===== config.mk =====
export PLATFORM = sky130hd
export DESIGN_NAME = glyph_rom_arbiter
export DESIGN_NICKNAME = d
export VERILOG_FILES = /design/src/rtl/glyph_rom_pkg.sv /design/src/rtl/rom_rd_tag_pipe.sv /design/src/rtl/glyph_rom_arbiter.sv
export SDC_FILE = /design/constraint.sdc
export NUM_CORES = 1
export LEC_CHECK = 0
export BUFFER_PORTS_ARGS = -buffer_cell sky130_fd_sc_hd__buf_2
export CAP_MARGIN = 20
export CORE_MARGIN = 2
export CORE_UTILIZATION = 49
export DETAILED_ROUTE_END_ITERATION = 16
export PLACE_DENSITY = 0.88
export SLEW_MARGIN = 25
export SYNTH_ARGS = -nofsm -noshare
export SYNTH_HDL_FRONTEND = slang
export SYNTH_HIERARCHICAL = 1
export SYNTH_SLANG_ARGS = --single-unit

===== constraint.sdc =====
create_clock -name clk -period 3 [get_ports clk]
set_clock_uncertainty 0.15 [all_clocks]
set_input_delay 0.45 -clock clk [delete_from_list [all_inputs] [get_ports clk]]
set_output_delay 0.45 -clock clk [all_outputs]
set_load 0.05 [all_outputs]

===== src/rtl/glyph_rom_pkg.sv =====
// Shared constants and port-id encoding for the glyph ROM read arbiter.
package glyph_rom_pkg;
  localparam int ADDR_W  = 6;
  localparam int DATA_W  = 32;
  localparam int ROM_LAT = 2;

  typedef enum logic {
    PORT_DISP = 1'b0,
    PORT_BG   = 1'b1
  } port_id_e;
endpackage


===== src/rtl/rom_rd_tag_pipe.sv =====
// Free-running {valid, id} shift register that tracks issued ROM reads until
// their data returns; never stalls, cleared by reset.
module rom_rd_tag_pipe
  import glyph_rom_pkg::*;
#(
  parameter int DEPTH = ROM_LAT + 1
) (
  input  logic     clk,
  input  logic     rst,
  input  logic     in_valid,
  input  port_id_e in_id,
  output logic     out_valid,
  output port_id_e out_id
);

  logic [DEPTH-1:0] valid_q;
  port_id_e         id_q [DEPTH];

  always_ff @(posedge clk or negedge rst) begin
    if (!rst) begin
      valid_q <= '0;
      for (int i = 0; i < DEPTH; i++) id_q[i] <= PORT_DISP;
    end else begin
      valid_q[0] <= in_valid;
      id_q[0]    <= in_id;
      for (int i = 1; i < DEPTH; i++) begin
        valid_q[i] <= valid_q[i-1];
        id_q[i]    <= id_q[i-1];
      end
    end
  end

  assign out_valid = valid_q[DEPTH-1];
  assign out_id    = id_q[DEPTH-1];

endmodule


===== src/rtl/glyph_rom_arbiter.sv =====
// Two-port arbiter for the shared synchronous glyph ROM: display port has
// priority, background port gets a forced slot after STARVE_LIMIT losses.
module glyph_rom_arbiter
  import glyph_rom_pkg::*;
#(
  parameter int STARVE_LIMIT = 15
) (
  input  logic              clk,
  input  logic              rst,
  input  logic              req0,
  input  logic [ADDR_W-1:0] addr0,
  output logic              gnt0,
  output logic              rvalid0,
  input  logic              req1,
  input  logic [ADDR_W-1:0] addr1,
  output logic              gnt1,
  output logic              rvalid1,
  output logic [DATA_W-1:0] rdata,
  output logic [ADDR_W-1:0] rom_addr,
  input  logic [DATA_W-1:0] rom_data,
  output logic              starve_evt
);

  localparam int               CNT_W  = (STARVE_LIMIT > 0) ? $clog2(STARVE_LIMIT + 1) : 1;
  localparam logic [CNT_W-1:0] LIMIT  = CNT_W'(STARVE_LIMIT);
  localparam bit               STRICT = (STARVE_LIMIT == 0);

  logic [CNT_W-1:0] starve_cnt;
  logic             force_bg;
  logic             tag_valid;
  port_id_e         tag_in_id;
  port_id_e         tag_id;

  // Grants are gated by rst so nothing is accepted while reset is held.
  always_comb begin
    force_bg   = req0 && req1 && !STRICT && (starve_cnt == LIMIT);
    gnt0       = rst && req0 && !force_bg;
    gnt1       = rst && req1 && (!req0 || force_bg);
    starve_evt = rst && force_bg;
    tag_in_id  = gnt1 ? PORT_BG : PORT_DISP;
  end

  // Saturating loss counter; in strict mode LIMIT is 0 so it never moves.
  always_ff @(posedge clk or negedge rst) begin
    if (!rst) begin
      starve_cnt <= '0;
    end else if (!req1 || gnt1) begin
      starve_cnt <= '0;
    end else if (gnt0 && (starve_cnt != LIMIT)) begin
      starve_cnt <= starve_cnt + 1'b1;
    end
  end

  always_ff @(posedge clk or negedge rst) begin
    if (!rst) begin
      rom_addr <= '0;
    end else if (gnt0) begin
      rom_addr <= addr0;
    end else if (gnt1) begin
      rom_addr <= addr1;
    end
  end

  rom_rd_tag_pipe #(
    .DEPTH (ROM_LAT + 1)
  ) u_tag_pipe (
    .clk       (clk),
    .rst       (rst),
    .in_valid  (gnt0 || gnt1),
    .in_id     (tag_in_id),
    .out_valid (tag_valid),
    .out_id    (tag_id)
  );

  always_ff @(posedge clk or negedge rst) begin
    if (!rst) begin
      rvalid0 <= 1'b0;
      rvalid1 <= 1'b0;
      rdata   <= '0;
    end else begin
      rvalid0 <= tag_valid && (tag_id == PORT_DISP);
      rvalid1 <= tag_valid && (tag_id == PORT_BG);
      if (tag_valid) rdata <= rom_data;
    end
  end

endmodule


## After elaboration in Yosys (flattened, before gate mapping)

Index checks and enable logic that the tools add are counted.

| cells by class | value |
|---|---|
| add/subtract/negate cells | 1 |
| equal/unequal tests | 2 |
| multiplexer cells | 5 |
| bitwise gates (word level) | 1 |
| reduce and logical (&&, ||, !) cells | 18 |

Operators with widths:

| cell | number |
|---|---|
| 2-to-1 mux 6 bit | 2 |
| logical AND 1 bit | 10 |
| 2-to-1 mux 4 bit | 2 |
| adder 4 x 1 -> 4 bit, second input constant | 1 |
| == test 4 bit, second input constant | 1 |
| inequality test 4 bit, second input constant | 1 |
| nonzero test 2 bit | 2 |
| zero test 1 bit | 3 |
| logical OR 1 bit | 3 |
| 2-to-1 mux 1 bit | 1 |
| NOT 1 bit | 1 |

| word-level totals | value |
|---|---|
| register bits after elaboration | 50 |
| input port bits | 48 |
| output and inout port bits | 43 |

## Depth between registers and ports, before layout

| logic depth | value |
|---|---|
| depth after elaboration | 7 |
| gate-level depth with buffers | 4 |
| gate-level depth less buffers | 4 |

## By module

Netlist, hierarchy kept.

By module, submodules not included:

| module | times used | cells an instance | area each (um^2) | sequential area each (um^2) |
|---|---|---|---|---|
| glyph_rom_arbiter | 1 | 116 | 1752.9 | 1101.1 |
| rom_rd_tag_pipe | 1 | 6 | 150.1 | 150.1 |

## Least setup slack after synthesis

Ideal clock, no wire load.

| timing path | value |
|---|---|
| path type | reg2out |
| from | register starve_cnt[0] |
| to | output starve_evt |
| arrival | 1.778 ns |
| data required time | 2.400 ns |
| slack | 0.622 ns |
| cell stages (with the launch flop) | 4 |
| path buffers | 0 |
| cells stage by stage | dfrtp_1 > ha_1 > nand3_1 > nor3_1 |

| on the way | value |
|---|---|
| word-level cells in the longest chain between the ends | 3 |

RTL lines:

| what | line | text |
|---|---|---|
| from (decl) | glyph_rom_arbiter.sv:28 | `logic [CNT_W-1:0] starve_cnt;` |
| from (signal assigned) | glyph_rom_arbiter.sv:50 | `starve_cnt <= starve_cnt + 1'b1;` |
| == test 4 bit | glyph_rom_arbiter.sv:36 | `force_bg = req0 && req1 && !STRICT && (starve_cnt == LIMIT);` |
| logical AND 1 bit | glyph_rom_arbiter.sv:36 |  |
| logical AND 1 bit | glyph_rom_arbiter.sv:39 | `starve_evt = rst && force_bg;` |
| to (decl) | glyph_rom_arbiter.sv:21 | `output logic starve_evt` |

No other way between the ends.

## Final worst setup path

| timing path | value |
|---|---|
| from | input rst |
| to | output gnt0 |

| on the way | value |
|---|---|
| word-level cells in the longest chain between the ends | 2 |

RTL lines:

| what | line | text |
|---|---|---|
| from (decl) | glyph_rom_arbiter.sv:9 | `input logic rst,` |
| logical AND 1 bit (2 in a row) | glyph_rom_arbiter.sv:37 | `gnt0 = rst && req0 && !force_bg;` |
| to (decl) | glyph_rom_arbiter.sv:12 | `output logic gnt0,` |

No other way between the ends.

==> results.toml <==
[pwr]
p_per_area_mw_per_mm2 = 652
p_leak_uw = 0.00126
ir_worst_vdd_v = 0.000402

[logic_synthesis]
ys_ff_latch = 50
ys.flop_type = "dfrtp_1"
syn_inst = 122
synth_most_common_cell = "dfrtp_1"
ys_seq_area_frac = 0.657
synthTopCellsByArea = "dfrtp_1 66%, mux2_2 20%, a221o_1 3.2%"
synth_edf_count = 0
yosysUniqueCellTypes = 25
synth.top_cell.area_share = 0.657
netlist.top_cell.by_area = "dfrtp_1"
async_flop_share = 1.00
avgSynthCellArea_um2 = 15.6
yosys-top-cells-count = "50 x dfrtp_1, 33 x mux2_2, 7 x and2_1"
syn_nets = 171
synthesis.area_mm2 = 0.00190
ys.warnings.count = 6

[critical_path]
critical_path_class = "primary input to output pin"
r2r_slack_ps = 1420
path_max_fanout = 7
critPathLaunchType = "primary input"
cp-end-kind = "output pin"
arrival_ps = 1880
r2r_cells = 4
rr_startpoint = "starve_cnt[0]$_DFFE_PN0P_"
r2r_end = "rom_addr[1]$_DFFE_PN0P_"
cp_data_required_time_ps = 2400

[sta]
finalMaxSlewViolations = 0
max_freq_mhz = 403
post-route-period-util = 0.827
worst_slew_pin_slew_ps = 619
finalHoldViolCount = 0
max_slew_margin = 0.588
fin_tns_setup_ps = 0
setup-violations-final = 0
rsz0062_at_grt = "false"
fin_crit_ps = 2480

[global_routing]
overflow = 0
globalRouteTotalUtil = 0.177
antenna_found_initial = 0
grt_pass1_vias = 1352
grt_pass1_wl_um = 5820
grt_max_degree = 54

[clocking]
cts_buffers = 5
clk_latency_ps = 290
root_buffer = "clkbuf_8"
cts_setup_buffers = 0
cts_sinks = 50
htreeDepth = 2
cts_buffer_depth = 2
tritoncts = "built"
clk_pin_slew_ps = 80

[outcome]
status = "finished clean"

[floorplanning]
start_util = 0.516
num_io_pins = 91
dieWidth_um = 66.3
core_area_mm2 = 0.00369
dieArea_mm2 = 0.00440
rows = 22
die-height_um = 66.3

[placement]
placement.io_buffers = 90
gp_congestion = 0.842
dp_hpwl_um = 2660
placedCellCount = 258

[min_path]
holdCritPathClass = "flip-flop to flip-flop"
hold_depth = 0
whs_endpoint = "u_tag_pipe/valid_q[2]$_DFF_PN0_"
min_from = "u_tag_pipe/valid_q[1]$_DFF_PN0_"

[final_layout]
n_antenna_cell = 0
area_growth_pct = 31.9
drive_above_1_share = 0.616
nNetsFinal = 267
instances_no_fill = 267

[job]
cap_viol_max_count = 0

[detailed_routing]
ant_nets = 0
routed-via-count = 1325
drt-wirelength-per-cell_um = 13.3
drcViolationCount = 0
dr.pass1.iters = 3
vias_per_cell = 4.96
wl_um = 3550
drtIter0Drc = 57
worst max-delay path by stage:
stage / startpoint / end / slack [ps]
3_3_place_gp: rst / rom_addr[0]$_DFFE_PN0P_ / 820
5_1_grt: rst / rom_addr[5]$_DFFE_PN0P_ / 380
2_1_floorplan: starve_cnt[0]$_DFFE_PN0P_ / starve_evt / 620
6_report: rst / gnt0 / 520
4_1_cts: rst / gnt0 / 530
3_5_place_dp: rst / rom_addr[4]$_DFFE_PN0P_ / 740
repair_timing:
action,in CTS,in global routing
hold buffers,1,0
setup endpoints to repair,0,0
endpoints found under the hold margin,1,0
resized for setup,0,0
layout make-up:
cell class                 instances  area, µm²
tap                               48       60.1
timing repair buffer              93        475
fill                             294       1180
clock inverter                     1       5.00
clock buffer                       7       86.3
multi-input combinational         66        624
sequential                        50       1250
inverter                           2       7.51
kinds of logic after synthesis:
kind of cell             after synthesis  share of synthesized area
adder cells (fa/ha/maj)                1                    0.00657
AO/OA/AOI/OAI                         14                     0.0690
buffers and inverters                  6                     0.0145
multiplexers                          33                      0.195
flip-flops                            50                      0.657
AND/OR/NAND/NOR                       18                     0.0572
power by group:
part | internal [µW] | switching, µW | total, µW
registers | 747 | 37.4 | 785
logic | 136 | 338 | 475
clock network | 186 | 192 | 378
total | 1070 | 568 | 1640
layout by cell type, fill, tap and decap left out, types with 2 or more instances in the layout:
cell and count:
buf_2 90, dfrtp_1 50, mux2_2 33, and2_1 7
a221o_1 6, clkbuf_8 6, nand3_1 2, inv_1 2
buf_4 2
registers in the layout (all words and copies together), names as in the netlist:
register	count
rdata	32
rvalid1	1
u_tag_pipe/id_q	2
rvalid0	1
u_tag_pipe/valid_q	3
starve_cnt	4
rom_addr	6
u_tag_pipe/out_id	1
per-layer routing:
layer	wire length, µm	share of wire	GRT usage
met1	1460	0.41	0.208
met2	1900	0.54	0.308
met3	164	0.046	0.0579
met4	22	0.0062	0.0510
met5	0	0	0
worst max-delay path: stages:
cell and delay (ps):
dlygate4sd3_1 520, buf_2 150, nand2_2 100, a41oi_2 330, buf_2 330
metrics by stage:
step | worst slack [ps] | utilization | power (µW) | hold WS, ps | cell area (µm²)
after floorplan | 622 | - | 1140 | 4.41 | 1900
after global placement | 816 | 0.653 | 1270 | 102 | 2410
after detailed placement | 742 | 0.653 | 1280 | 109 | 2410
after CTS | 528 | 0.680 | 1660 | 203 | 2510
after global routing | 376 | 0.680 | 1720 | 220 | 2510
final | 519 | 0.680 | 1640 | 207 | 2510
Power figures use the tool's default switching activity.
